File: src/rtl/pc_gen_pkg.sv
// Shared types and constants for the IF-stage fetch-address generator.
// Holds the FSM encoding, the redirect record and the stride legality check.
package pc_gen_pkg;

  localparam int          PC_W_MAX     = 32;
  localparam logic [31:0] RST_ADDR_DEF = 32'hBFC0_0000;

  typedef enum logic [1:0] {
    BOOT = 2'd0,
    RUN  = 2'd1,
    PEND = 2'd2
  } pc_state_e;

  // pc field is sized for the widest supported fetch address; narrower PCs use the low bits
  typedef struct packed {
    logic                valid;
    logic                is_exc;
    logic [PC_W_MAX-1:0] pc;
  } redir_t;

  function automatic bit stride_legal(input int stride);
    return (stride == 4) || (stride == 8) || (stride == 16);
  endfunction

endpackage

File: src/rtl/pc_gen_if.sv
// Fetch-port handshake between the PC generator (master) and the I-cache/AXI bridge (slave).
interface pc_gen_if #(
  parameter int PC_W = 32
);
  logic [PC_W-1:0] pc_o;
  logic            pc_valid_o;
  logic            pc_redir_o;
  logic            pc_adel_o;
  logic            pc_ready_i;

  modport master (
    output pc_o,
    output pc_valid_o,
    output pc_redir_o,
    output pc_adel_o,
    input  pc_ready_i
  );

  modport slave (
    input  pc_o,
    input  pc_valid_o,
    input  pc_redir_o,
    input  pc_adel_o,
    output pc_ready_i
  );
endinterface

File: src/rtl/pc_redirect_buf.sv
// One-entry pending-redirect slot; an exception may replace anything, a branch never
// replaces a pending exception.
module pc_redirect_buf
  import pc_gen_pkg::*;
(
  input  logic   clk,
  input  logic   rst,
  input  logic   i_fire,
  input  redir_t i_live,
  output redir_t o_pend
);

  redir_t r_pend;
  logic   w_accept;

  assign w_accept = i_live.valid & (i_live.is_exc | ~(r_pend.valid & r_pend.is_exc));

  // A live redirect during a fire goes straight to the PC, so the slot only fills on stalls
  always_ff @(posedge clk) begin
    if (rst) begin
      r_pend <= '0;
    end else if (i_fire) begin
      r_pend <= '0;
    end else if (w_accept) begin
      r_pend <= i_live;
    end
  end

  assign o_pend = r_pend;

endmodule

File: src/rtl/pc_gen.sv
// IF-stage fetch-address generator: stride advance, prioritised redirects and a
// one-entry pending slot so no redirect is lost under fetch backpressure or stall.
module pc_gen
  import pc_gen_pkg::*;
#(
  parameter int          PC_W     = 32,
  parameter logic [31:0] RST_ADDR = RST_ADDR_DEF,
  parameter int          STRIDE   = 4
) (
  input  logic            clk,
  input  logic            rst,
  input  logic            pc_wr_i,
  input  logic            exc_valid_i,
  input  logic [PC_W-1:0] exc_pc_i,
  input  logic            br_valid_i,
  input  logic [PC_W-1:0] br_pc_i,
  pc_gen_if.master        fetch,
  output logic            pend_o
);

  if (!stride_legal(STRIDE)) begin : g_bad_stride
    $error("pc_gen: STRIDE must be 4, 8 or 16");
  end
  if (PC_W < 2 || PC_W > PC_W_MAX) begin : g_bad_pc_w
    $error("pc_gen: PC_W out of supported range");
  end

  pc_state_e       r_state;
  pc_state_e       w_state_nxt;
  logic [PC_W-1:0] r_pc;
  logic            r_valid;
  logic            r_redir;

  logic            w_fire;
  redir_t          w_live;
  redir_t          w_pend;
  logic [PC_W-1:0] w_next_pc;
  logic            w_next_redir;

  assign w_fire = r_valid & fetch.pc_ready_i & pc_wr_i;

  // Exception wins over a same-cycle branch; the losing branch is simply dropped
  always_comb begin
    w_live        = '0;
    w_live.valid  = exc_valid_i | br_valid_i;
    w_live.is_exc = exc_valid_i;
    w_live.pc     = exc_valid_i ? PC_W_MAX'(exc_pc_i) : PC_W_MAX'(br_pc_i);
  end

  pc_redirect_buf u_redirect_buf (
    .clk    (clk),
    .rst    (rst),
    .i_fire (w_fire),
    .i_live (w_live),
    .o_pend (w_pend)
  );

  always_comb begin
    w_next_pc    = r_pc + PC_W'(STRIDE);
    w_next_redir = 1'b0;
    if (w_live.valid) begin
      w_next_pc    = w_live.pc[PC_W-1:0];
      w_next_redir = 1'b1;
    end else if (w_pend.valid) begin
      w_next_pc    = w_pend.pc[PC_W-1:0];
      w_next_redir = 1'b1;
    end
  end

  always_comb begin
    w_state_nxt = r_state;
    unique case (r_state)
      BOOT: w_state_nxt = RUN;
      RUN, PEND: begin
        if (w_fire) begin
          w_state_nxt = RUN;
        end else if (w_live.valid || w_pend.valid) begin
          w_state_nxt = PEND;
        end else begin
          w_state_nxt = RUN;
        end
      end
      default: w_state_nxt = BOOT;
    endcase
  end

  always_ff @(posedge clk) begin
    if (rst) begin
      r_state <= BOOT;
    end else begin
      r_state <= w_state_nxt;
    end
  end

  // pc_o only moves on a fire, which keeps the request stable while the port is busy
  always_ff @(posedge clk) begin
    if (rst) begin
      r_pc    <= RST_ADDR[PC_W-1:0];
      r_valid <= 1'b0;
      r_redir <= 1'b0;
    end else begin
      r_valid <= (w_state_nxt != BOOT);
      if (w_fire) begin
        r_pc    <= w_next_pc;
        r_redir <= w_next_redir;
      end
    end
  end

  assign fetch.pc_o       = r_pc;
  assign fetch.pc_valid_o = r_valid;
  assign fetch.pc_redir_o = r_redir;
  assign fetch.pc_adel_o  = |r_pc[1:0];
  assign pend_o           = w_pend.valid;

endmodule
File: src/flat_wrapper.sv
// flat-port wrapper written by rule: the top's interface ports become plain ports
module pc_gen_flat import pc_gen_pkg::*;
#(
  parameter int          PC_W     = 32,
  parameter logic [31:0] RST_ADDR = RST_ADDR_DEF,
  parameter int          STRIDE   = 4
)
  (clk, rst, pc_wr_i, exc_valid_i, exc_pc_i, br_valid_i, br_pc_i, pend_o, fetch_pc_o, fetch_pc_valid_o, fetch_pc_redir_o, fetch_pc_adel_o, fetch_pc_ready_i);
  pc_gen_if #(.PC_W(PC_W)) fetch_i ();
  input  logic clk;
  input  logic rst;
  input  logic pc_wr_i;
  input  logic exc_valid_i;
  input  logic [PC_W-1:0] exc_pc_i;
  input  logic br_valid_i;
  input  logic [PC_W-1:0] br_pc_i;
  output logic pend_o;
  output wire logic [$bits(fetch_i.pc_o)-1:0] fetch_pc_o;
  output wire logic [$bits(fetch_i.pc_valid_o)-1:0] fetch_pc_valid_o;
  output wire logic [$bits(fetch_i.pc_redir_o)-1:0] fetch_pc_redir_o;
  output wire logic [$bits(fetch_i.pc_adel_o)-1:0] fetch_pc_adel_o;
  input wire logic [$bits(fetch_i.pc_ready_i)-1:0] fetch_pc_ready_i;
  assign fetch_pc_o = fetch_i.pc_o;
  assign fetch_pc_valid_o = fetch_i.pc_valid_o;
  assign fetch_pc_redir_o = fetch_i.pc_redir_o;
  assign fetch_pc_adel_o = fetch_i.pc_adel_o;
  assign fetch_i.pc_ready_i = fetch_pc_ready_i;
  pc_gen #(.PC_W(PC_W), .RST_ADDR(RST_ADDR), .STRIDE(STRIDE)) u_core (.clk(clk), .rst(rst), .pc_wr_i(pc_wr_i), .exc_valid_i(exc_valid_i), .exc_pc_i(exc_pc_i), .br_valid_i(br_valid_i), .br_pc_i(br_pc_i), .fetch(fetch_i), .pend_o(pend_o));
endmodule
File: config.mk
export PLATFORM = sky130hd
export DESIGN_NAME = pc_gen_flat
export DESIGN_NICKNAME = d
export VERILOG_FILES = /design/src/rtl/pc_gen_pkg.sv /design/src/rtl/pc_gen_if.sv /design/src/rtl/pc_redirect_buf.sv /design/src/rtl/pc_gen.sv /design/src/flat_wrapper.sv
export SDC_FILE = /design/constraint.sdc
export NUM_CORES = 1
export LEC_CHECK = 0
export BUFFER_PORTS_ARGS = -buffer_cell sky130_fd_sc_hd__buf_4
export CORE_ASPECT_RATIO = 0.8
export CORE_MARGIN = 2
export CORE_UTILIZATION = 49
export DETAILED_ROUTE_END_ITERATION = 12
export GPL_TIMING_DRIVEN = 1
export HOLD_SLACK_MARGIN = 0.06
export PLACE_DENSITY = 0.8
export SLEW_MARGIN = 20
export SYNTH_ARGS = -nofsm -noshare
export SYNTH_HDL_FRONTEND = slang
export SYNTH_SLANG_ARGS = --single-unit
File: constraint.sdc
create_clock -name clk -period 1.8 [get_ports clk]
set_input_delay 0.09 -clock clk [delete_from_list [all_inputs] [get_ports clk]]
set_output_delay 0.09 -clock clk [all_outputs]
set_load 0.02 [all_outputs]
# Word-level counts from Yosys, hierarchy flattened
# Index checks and enable logic that the tools add are counted.
# word_totals
regBits	70
elab_cells	31
# op_classes
n_addsub	1
n_eq_ne	2
mux	8
bitwise	7
reduce_logical	6
# ops
operator	count
$mux 32	3
$add 32x3->32 const B	1
$reduce_or 2->1	3
$and 1x1->1	4
$mux 2	2
$pmux 2 s2	1
$eq 2x1->1 const B	1
$eq 2x2->1 const B	1
$logic_not 2->1	1
$mux 1	2
$or 1x1->1	2
$reduce_bool 2->1	1
$logic_or 1x1->1	1
$not 1->1	1

# Depth between registers and ports, before layout
# Gate-level depths: netlist (run 1).
# logic_depth
depth_word	6
depth_mapped	7
ltp_nobuf	6

# Hierarchy
# Synthesis (run 1) repeated with hierarchy kept, for this count alone.
# hier_totals
cells_unflattened	562
area_unflattened_um2	4416.7
# by_module_without_submodules
module	instances	cells_per_inst	area_per_inst_um2	seq_area_each_um2
pc_gen	1	408	3051.7	720.7
pc_redirect_buf	1	154	1365.1	680.7

# Least setup slack after synthesis (run 1)
# Ideal clock, no wire load.
# synth_timing
path_kind	reg2reg
startpoint	reg u_core.r_pc[2], in the netlist u_core.fetch.pc_o[2]
endpoint	reg u_core.r_pc[26], in the netlist u_core.fetch.pc_o[26]
setup_ps	128
arrival_time_ps	1697
t_required_ps	1672
setup_slack_ps	-25
path_stages_with_launch	8
path_buffers	1
period_less_slack_ps	1825
cell_sequence	dfxtp_1 -> ha_1 -> and3_1 -> nand3_2 -> buf_2 -> nor4_2 -> xnor2_1 -> a21oi_1
# synth_via
elab_chain_len	3
# synth_rtl
element	line	rtl
from (decl)	pc_gen.sv:30	logic [PC_W-1:0] r_pc;
from (signal assigned)	pc_gen.sv:98	r_pc <= RST_ADDR[PC_W-1:0];
from (signal assigned)	pc_gen.sv:104	r_pc <= w_next_pc;
$add 32x3->32	pc_gen.sv:59	w_next_pc = r_pc + PC_W'(STRIDE);
$mux 32	pc_gen.sv:64	end else if (w_pend.valid) begin
$mux 32	pc_gen.sv:61	if (w_live.valid) begin
# Every way passes these cells.
# A chain may end at the register's enable or synchronous reset.

# Final worst setup path (run 1)
# layout_timing
startpoint	reg u_core.r_pc[5], in the netlist u_core.fetch.pc_o[5]
endpoint	reg u_core.r_pc[17], in the netlist u_core.fetch.pc_o[17]
# The elaborated chain is that of the path after synthesis.

==> results.rst, run 1 <==
.. list-table::
   :header-rows: 1

   * - Metric
     - Value
   * - Worst Hold Slack
     - 0.0629 ns
   * - Power density over the cells
     - 762 nW/µm²
   * - Number of remaining DRC errors
     - 0
   * - Final weighted congestion in routability-driven placement
     - 0.951
   * - Initial DRC count
     - 617
   * - Pin count of the biggest net entering global routing
     - 38
   * - Highest ir drop seen on vdd
     - 0.543 mV
   * - Die extent in y
     - 88.9 µm
   * - Clock transition at path regs
     - 0.06 ns
   * - Hold Crit Class
     - in -> reg
   * - Most used DFF post-synth
     - dfxtp_1
   * - Drt total wl
     - 15,800 µm
   * - Worst endpoint required time
     - 2.01 ns
   * - Crit path capture type
     - register
   * - Switching part of the total power
     - 27.7%
   * - Final number of max-transition violations
     - 0
   * - Worst setup skew after layout
     - 0.00883 ns
   * - Number of vias in the routed layout
     - 5,136
   * - Combinational group share of total power
     - 21.3%
   * - Standard cell core area
     - 8630 µm²
   * - Htree depth
     - 3
   * - Number of global-route vias before repair
     - 4,605
   * - Number of buffers added on ports
     - 105
   * - Distinct cell type count of the synthesized netlist
     - 56
   * - Clock root buffer master
     - clkbuf_16
   * - Iteration count of the initial detailed-routing pass
     - 5
   * - Critical path start-end classification
     - reg -> reg
   * - Fraction of post-synthesis cell area in the top cell type by area
     - 31.7%
   * - Share of flip-flops with an asynchronous set or reset after synthesis
     - 0%
   * - Maximum clock path buffer count
     - 2
   * - Post-synth EDFFs
     - 0
   * - Mapped Avg Cell Area
     - 7.72 µm²
   * - Number of standard cells after synthesis
     - 572
   * - Leak pwr
     - 2.64 nW
   * - Cell area after synthesis
     - 4410 µm²
   * - Count of final hold-check violations
     - 0
   * - Period utilization
     - 97.1%
   * - Worst slew margin
     - 60.7%
   * - Unrepaired setup endpoints after global routing
     - true
   * - Full die area
     - 9790 µm²
   * - Number of buffers created by CTS
     - 9
   * - CTS Sinks
     - 70
   * - Flip-flop and latch count after synthesis
     - 70
   * - Remaining number of nets flagged by the antenna check after routing
     - 0
   * - Total of warnings raised by yosys
     - 0
   * - Max-capacitance violation count
     - 0
   * - Estimated wirelength of the detail-placed design
     - 11,000 µm
   * - GR Overflow Total
     - 0
   * - Post-synth top area cell
     - dfxtp_1
   * - Nets
     - 792
   * - Element type at the critical path start
     - register
   * - Initial antenna violation count
     - 0
   * - Avg Vias per Cell
     - 6.16
   * - Portion of total power attributed to sequential cells
     - 37.0%
   * - Worst path arrival time
     - 1.96 ns
   * - P&R area growth vs syn
     - 39.9%
   * - Horizontal die dimension
     - 110 µm
   * - Critical-path maximum fanout
     - 5
   * - TritonCTS clock tree
     - done
   * - Finished Core Util
     - 71.5%
   * - Clock network power share
     - 41.8%
   * - Global Route Usage Sum
     - 31.5%
   * - P_int
     - 0.00340 W
   * - Transition time at the pin with the least slew margin
     - 0.585 ns
   * - Most area-consuming cells after synthesis
     - dfxtp_1, a21oi_1, nor2_1
   * - Post-route minimum period
     - 1.75 ns
   * - Antenna cells
     - 0
   * - Average wire length per cell after detail routing
     - 18.9 µm
   * - Ports placed on the boundary
     - 106
   * - Proportion of synthesized chip area in sequential cells
     - 31.7%
   * - Net count after synthesis
     - 646
   * - Standard-cell rows
     - 30
   * - Outcome
     - completed
   * - Switching power
     - 0.00131 W
   * - Share of cells above drive strength 1
     - 29.6%
   * - Final setup violation count
     - 0
   * - Starting Density
     - 51.1%
   * - Worst skew pair latency
     - 0.34 ns
   * - First-pass GRT wire length
     - 23,600 µm
   * - Highest attainable clock frequency
     - 572 MHz
-- timing repair --
| item | CTS | global route |
|---|---|---|
| gates resized for setup | 2 | 11 |
| setup endpoints to repair | 1 | 6 |
| pin swaps | 0 | 4 |
| endpoints found under the hold margin | 10 | 0 |
| setup buffers | 0 | 5 |
| hold buffers | 13 | 0 |
-- cell usage after synthesis, drive strengths merged (3+ instances only) --
master / number
a211o: 6
a211oi: 25
a21oi: 53
a221oi: 14
a311oi: 14
a31oi: 9
and3b: 4
and4: 5
buf: 25
clkbuf: 26
dfxtp: 70
ha: 4
inv: 21
mux2i: 23
nand2: 43
nand2b: 18
nand3: 15
nand3b: 3
nand4: 7
nor2: 66
nor2b: 7
nor3: 20
nor3b: 11
nor4: 6
o21a: 5
o21ai: 32
o31ai: 3
o41ai: 3
or3: 3
xnor2: 11
-- path summary, 6_finish.rpt --
| check | start | to | slack, ns | cells past startpoint |
|---|---|---|---|---|
| max reg2reg | u_core.fetch.pc_o[5] | u_core.fetch.pc_o[17] | 0.05 | 5 |
| max | u_core.fetch.pc_o[5] | u_core.fetch.pc_o[17] | 0.05 | 5 |
| min reg2reg | u_core.u_redirect_buf.o_pend[1] | u_core.u_redirect_buf.o_pend[1] | 0.50 | 2 |
| min | br_pc_i[12] | u_core.u_redirect_buf.o_pend[12] | 0.06 | 3 |
-- sequential cells by signal, indices dropped and copies added (netlist names) --
signal                        cells
u_core.r_state                    2
u_core.fetch.pc_redir_o           1
u_core.fetch.pc_o                32
u_core.fetch.pc_valid_o           1
u_core.u_redirect_buf.o_pend     34
-- power by group through the flow --
stage	Sequential (W)	Clock, W	Combinational (W)
2_1_floorplan	0.00181	0	0.000456
3_3_place_gp	0.00176	0	0.000915
3_5_place_dp	0.00177	0	0.000942
4_1_cts	0.00173	0.00198	0.000973
5_1_grt	0.00175	0.00205	0.00107
6_report	0.00174	0.00197	0.00100
-- stage by stage --
| step | TNS (ns) | total power (W) | instances | setup slack [ns] | area, µm² |
|---|---|---|---|---|---|
| 2_1_floorplan | 0 | 0.00226 | 572 | 0.0537 | 4420 |
| 5_1_grt | -0.0654 | 0.00487 | 834 | -0.0409 | 6170 |
| 3_5_place_dp | 0 | 0.00271 | 801 | 0.0153 | 5640 |
| 4_1_cts | 0 | 0.00468 | 829 | 0.00223 | 6100 |
| 3_3_place_gp | 0 | 0.00267 | 801 | 0.140 | 5640 |
| 6_report | 0 | 0.00471 | 834 | 0.0513 | 6170 |
-- final cells by class --
type | count | area, µm²
Fill cell | 664 | 2460
Clock buffer | 12 | 256
Multi-Input combinational cell | 429 | 2750
Tap cell | 112 | 140
Clock inverter | 3 | 67.6
Inverter | 22 | 82.6
Sequential cell | 70 | 1410
Timing Repair Buffer | 186 | 1470
-- critical path, stage by stage, from the launching register on --
cell,delay (ns)
dfxtp_1,0.41
and4_2,0.31
nand4_1,0.20
mux2_2,0.34
a221oi_1,0.29
nor2_1,0.07
-- cells by family after synthesis --
kind of cell             Yosys count  share of synthesized area, %
AO/OA/AOI/OAI                    176                          26.5
XOR/XNOR                          12                          2.38
adder cells (fa/ha/maj)            4                          1.13
buffers and inverters             73                          6.92
flip-flops                        70                          31.7
multiplexers                      24                          5.47
AND/OR/NAND/NOR                  213                          25.9
-- routing by layer --
metal  vias up  global-route usage (%)  wire (µm)
met5         -                       0          0
met4         0                    8.86        314
met3        39                    8.89       1850
met2       342                    46.8       6940
met1      2371                    44.9       6650
li1       2384                       -          -
-- cells in the final DEF (no fill, tap or decap), types with 4 or more instances in the layout --
cell / n
a211oi_1: 25
clkbuf_16: 9
nor3_1: 13
o21ai_0: 26
a31oi_1: 9
dlygate4sd3_1: 13
ha_1: 4
o21a_1: 5
o21ai_1: 6
a221oi_1: 13
nor3_2: 6
a21oi_1: 52
nor2_1: 66
nor3b_1: 11
nand3_1: 13
nand2_1: 43
a311oi_1: 14
xnor2_1: 11
nand2b_1: 17
nor2b_1: 7
buf_4: 169
a211o_1: 6
mux2i_1: 23
and3b_1: 4
dfxtp_1: 67
nand4_1: 6
inv_1: 21
Note: power is estimated with default switching activity, not from simulation.
==> run 2: changes to the inputs <==
--- a/config.mk
+++ b/config.mk
@@ -16,4 +16,5 @@
 export SLEW_MARGIN = 20
 export SYNTH_ARGS = -nofsm -noshare
 export SYNTH_HDL_FRONTEND = slang
+export SYNTH_HIERARCHICAL = 1
 export SYNTH_SLANG_ARGS = --single-unit
==> run 2 against run 1 <==
  * Design area is 1.5% lower
  * Die area hardly changed
  * Flip-flop and latch count stayed put
  * Core utilization is 1.0 points lower
  * Count of clock-buffer cells in the layout is 2 lower
  * Critical path depth is 1 higher
  * Final cell count is 2.9% lower
  * Fmax is 0.17% lower
  * Synthesized cell count is 1.7% lower
  * Via count is 2.8% lower
  * Largest cell class unchanged
  * Highest routed layer unchanged
==> results.rst, run 2 <==
.. list-table::
   :header-rows: 1

   * - Metric
     - Value
   * - Remaining number of nets flagged by the antenna check after routing
     - 0 (unchanged)
   * - Die extent in y
     - 88.9 µm (about the same)
   * - Maximum single-stage delay on the critical path
     - 0.44 ns (was 0.41 ns)
   * - Full die area
     - 9790 µm² (about the same)
   * - First-pass GRT wire length
     - 23,900 µm (was 23,600 µm)
   * - Ports placed on the boundary
     - 106 (unchanged)
   * - Final setup violation count
     - 0 (unchanged)
   * - Unrepaired setup endpoints after global routing
     - true (unchanged)
   * - Leak pwr
     - 2.49 nW (was 2.64 nW)
   * - Total of warnings raised by yosys
     - 6 (was 0)
   * - Post-synth EDFFs
     - 0 (unchanged)
   * - TritonCTS clock tree
     - done (unchanged)
   * - Clock root buffer master
     - clkbuf_16 (unchanged)
   * - Antenna cells
     - 0 (unchanged)
   * - Critical-path maximum fanout
     - 6 (was 5)
   * - Endpoint of the worst-slack reg-to-reg timing path
     - u_core/fetch.pc_o[25] (was u_core.fetch.pc_o[17])
   * - Highest attainable clock frequency
     - 571 MHz (was 572 MHz)
   * - Worst endpoint required time
     - 2.04 ns (was 2.01 ns)
   * - Worst skew pair latency
     - 0.33 ns (was 0.34 ns)
   * - Nets
     - 767 (was 792)
   * - Clock transition at path regs
     - 0.06 ns (about the same)
   * - Length in cells of the worst reg-to-reg path
     - 6 (was 5)
   * - Initial DRC count
     - 518 (was 617)
   * - Outcome
     - completed (unchanged)
   * - Drt total wl
     - 15,100 µm (was 15,800 µm)
   * - Most used DFF post-synth
     - dfxtp_1 (unchanged)
   * - Share of flip-flops with an asynchronous set or reset after synthesis
     - 0% (unchanged)
   * - Avg Vias per Cell
     - 6.17 (was 6.16)
   * - Number of vias in the routed layout
     - 4,994 (was 5,136)
   * - Max-capacitance violation count
     - 0 (unchanged)
   * - Crit path capture type
     - register (unchanged)
   * - Number of buffers created by CTS
     - 9 (unchanged)
   * - Min-Delay Endpoint
     - u_core/u_redirect_buf/o_pend[32] (was u_core.u_redirect_buf.o_pend[12])
   * - Filler Cells Inserted
     - 682 (was 664)
   * - Period utilization
     - 97.3% (was 97.1%)
   * - Number of standard cells after synthesis
     - 562 (was 572)
   * - Worst slew margin
     - 66.2% (was 60.7%)
   * - Leading cell type by number of instances after synthesis
     - dfxtp_1 (unchanged)
   * - Initial antenna violation count
     - 0 (unchanged)
   * - Number of remaining DRC errors
     - 0 (unchanged)
   * - GR Overflow Total
     - 0 (unchanged)
   * - Highest-delay cell along the critical path
     - or4_4 (was dfxtp_1)
   * - Finished Core Util
     - 70.5% (was 71.5%)
   * - Count of final hold-check violations
     - 0 (unchanged)
   * - Power density over the cells
     - 750 nW/µm² (was 762 nW/µm²)
   * - Global Route Usage Sum
     - 31.6% (was 31.5%)
   * - Critical path start-end classification
     - reg -> reg (unchanged)
   * - Standard-cell rows
     - 30 (unchanged)
   * - Most common cell after layout, fill and taps aside
     - buf_4 (unchanged)
   * - Share of cells above drive strength 1
     - 37.7% (was 29.6%)
   * - Number of buffers added on ports
     - 105 (unchanged)
   * - Commonest cells after routing, fill and taps aside
     - buf_4, nand2_1, dfxtp_1 (was buf_4, dfxtp_1, nor2_1)
   * - Startpoint of the lowest-slack register-to-register path
     - u_core/fetch.pc_o[8] (was u_core.fetch.pc_o[5])
   * - Flip-flop and latch count after synthesis
     - 70 (unchanged)
   * - Proportion of synthesized chip area in sequential cells
     - 31.7% (about the same)
   * - Sequence of cells on the critical path
     - nand4_4, or4_4, buf_8, or2_4, mux2i_1, a221oi_1 (was and4_2, nand4_1, mux2_2, a221oi_1, nor2_1)
   * - Setup slack of the worst register-to-register path
     - 0.05 ns (about the same)
   * - Cell area after synthesis
     - 4420 µm² (was 4410 µm²)
   * - Instance count along the most critical hold path
     - 3 (unchanged)
   * - Element type at the critical path start
     - register (unchanged)
   * - Starting Density
     - 51.2% (was 51.1%)
   * - Worst setup skew after layout
     - 0.00635 ns (was 0.00883 ns)
   * - Net count after synthesis
     - 636 (was 646)
   * - CTS Sinks
     - 70 (unchanged)
   * - P&R area growth vs syn
     - 37.7% (was 39.9%)
   * - Mapped Avg Cell Area
     - 7.86 µm² (was 7.72 µm²)
   * - Post-synth top area cell
     - dfxtp_1 (unchanged)
   * - Iteration count of the initial detailed-routing pass
     - 6 (was 5)
   * - Maximum clock path buffer count
     - 2 (unchanged)
   * - Top cell family by delay on the critical path
     - simple AND/OR/NAND/NOR gates (unchanged)
   * - Post-route minimum period
     - 1.75 ns (about the same)
   * - Horizontal die dimension
     - 110 µm (about the same)
   * - Standard cell core area
     - 8630 µm² (unchanged)
   * - Number of global-route vias before repair
     - 4,580 (was 4,605)
   * - Pin count of the biggest net entering global routing
     - 39 (was 38)
   * - Distinct cell type count of the synthesized netlist
     - 65 (was 56)
   * - Post-route setup TNS
     - 0 ns (unchanged)
   * - Startpoint of the worst hold path
     - exc_valid_i (was br_pc_i[12])
   * - Hold Crit Class
     - in -> reg (unchanged)
   * - Transition time at the pin with the least slew margin
     - 0.506 ns (was 0.585 ns)
   * - Worst path arrival time
     - 1.99 ns (was 1.96 ns)
   * - Most area-consuming cells after synthesis
     - dfxtp_1, mux2_2, nand4_1 (was dfxtp_1, a21oi_1, nor2_1)
   * - Average wire length per cell after detail routing
     - 18.6 µm (was 18.9 µm)
   * - Crit path buffers/inverters
     - 1 (was 0)
   * - Highest ir drop seen on vdd
     - 0.519 mV (was 0.543 mV)
   * - Final weighted congestion in routability-driven placement
     - 1.02 (was 0.951)
   * - Fraction of post-synthesis cell area in the top cell type by area
     - 31.7% (about the same)
   * - Flip-flop count of the largest register after layout
     - 34 (unchanged)
   * - Estimated wirelength of the detail-placed design
     - 11,000 µm (about the same)
   * - Final number of max-transition violations
     - 0 (unchanged)
   * - Cell types with the highest counts after synthesis
     - dfxtp_1, nand2_1, nand4_1 (was dfxtp_1, nor2_1, a21oi_1)
   * - Htree depth
     - 3 (unchanged)
==> run 2: changes by cell type after synthesis, moves of 9 or more <==
cell,before,now
nor2_1,66,22
nand4_1,6,44
mux2_2,1,30
nand2_1,43,66
a211oi_1,25,3
a21oi_1,53,36
o21ai_1,5,21
a311oi_1,14,0
mux2i_1,23,10
nand2b_1,18,5
nor3b_1,11,0
o21ai_2,0,10
nand3_1,14,23
o21ai_0,27,36
==> run 2: cell families after synthesis <==
| logic type | synth area share [%] |
|---|---|
| flip-flops | 31.7 |
| AND/OR/NAND/NOR | 23.1 |
| adder cells (fa/ha/maj) | 1.13 |
| XOR/XNOR | 1.98 |
| buffers and inverters | 6.83 |
| AO/OA/AOI/OAI | 25.0 |
| multiplexers | 10.2 |
==> run 2: worst max-delay path by stage <==
stage	startpoint	end	slack, ns	depth (start not counted)
final	u_core/fetch.pc_o[8]	u_core/fetch.pc_o[25]	0.05	6
after global routing	u_core/fetch.pc_o[8]	u_core/fetch.pc_o[25]	-0.01	6
after CTS	u_core/fetch.pc_o[23]	u_core/fetch.pc_o[29]	0.009	6
after detailed placement	u_core/fetch.pc_o[23]	u_core/fetch.pc_o[29]	0.03	6
after global placement	u_core/fetch.pc_o[24]	u_core/fetch.pc_o[25]	0.08	6
after floorplan	u_core/fetch.pc_o[23]	u_core/fetch.pc_o[25]	-0.04	6
==> run 2: worst reg2reg max path: stages (launching register included) <==
cell and delay, ns:
dfxtp_4 0.36, nand4_4 0.13, or4_4 0.45, buf_8 0.16, or2_4 0.26, mux2i_1 0.13
a221oi_1 0.19
==> run 2: per-layer routing <==
layer / track usage [%] / vias up / wire [µm] / share of wire (%)
li1: - / 2364 / - / -
met1: 45.2 / 2305 / 6710 / 44
met2: 48.1 / 287 / 6530 / 43
met3: 6.85 / 38 / 1510 / 10
met4: 9.20 / 0 / 324 / 2.1
met5: 0 / - / 0 / 0
==> run 2: layout make-up <==
type	instances	area, µm²	area share, %
timing repair buffer	171	1360	22.4
multi-input combinational	424	2790	45.8
inverter	17	63.8	1.05
tap	112	140	2.30
clock buffer	10	229	3.76
sequential	70	1430	23.5
clock inverter	6	68.8	1.13
==> run 2: power by group <==
group | switching, W | total, W | internal, W
combinational | 0.000552 | 0.00101 | 0.000460
clock | 0.000726 | 0.00181 | 0.00108
sequential | 0.0000828 | 0.00174 | 0.00166
==> run 2: through the flow <==
step | cell area (µm²) | hold WS [ns] | std cells | total power (W) | setup WS (ns)
global route | 6080 | 0.106 | 810 | 0.00474 | -0.0139
detailed placement | 5700 | 0.343 | 791 | 0.00276 | 0.0267
global placement | 5700 | 0.333 | 791 | 0.00273 | 0.0831
finish | 6080 | 0.0941 | 810 | 0.00456 | 0.0483
CTS | 6010 | 0.0866 | 808 | 0.00456 | 0.00946
floorplan | 4480 | 0.227 | 562 | 0.00233 | -0.0363
==> run 2: timing repair <==
action                                 CTS  global route
endpoints found under the hold margin    3             0
gates resized for setup                  0            14
setup endpoints to repair                0             5
setup buffers                            0             2
hold buffers                             1             0
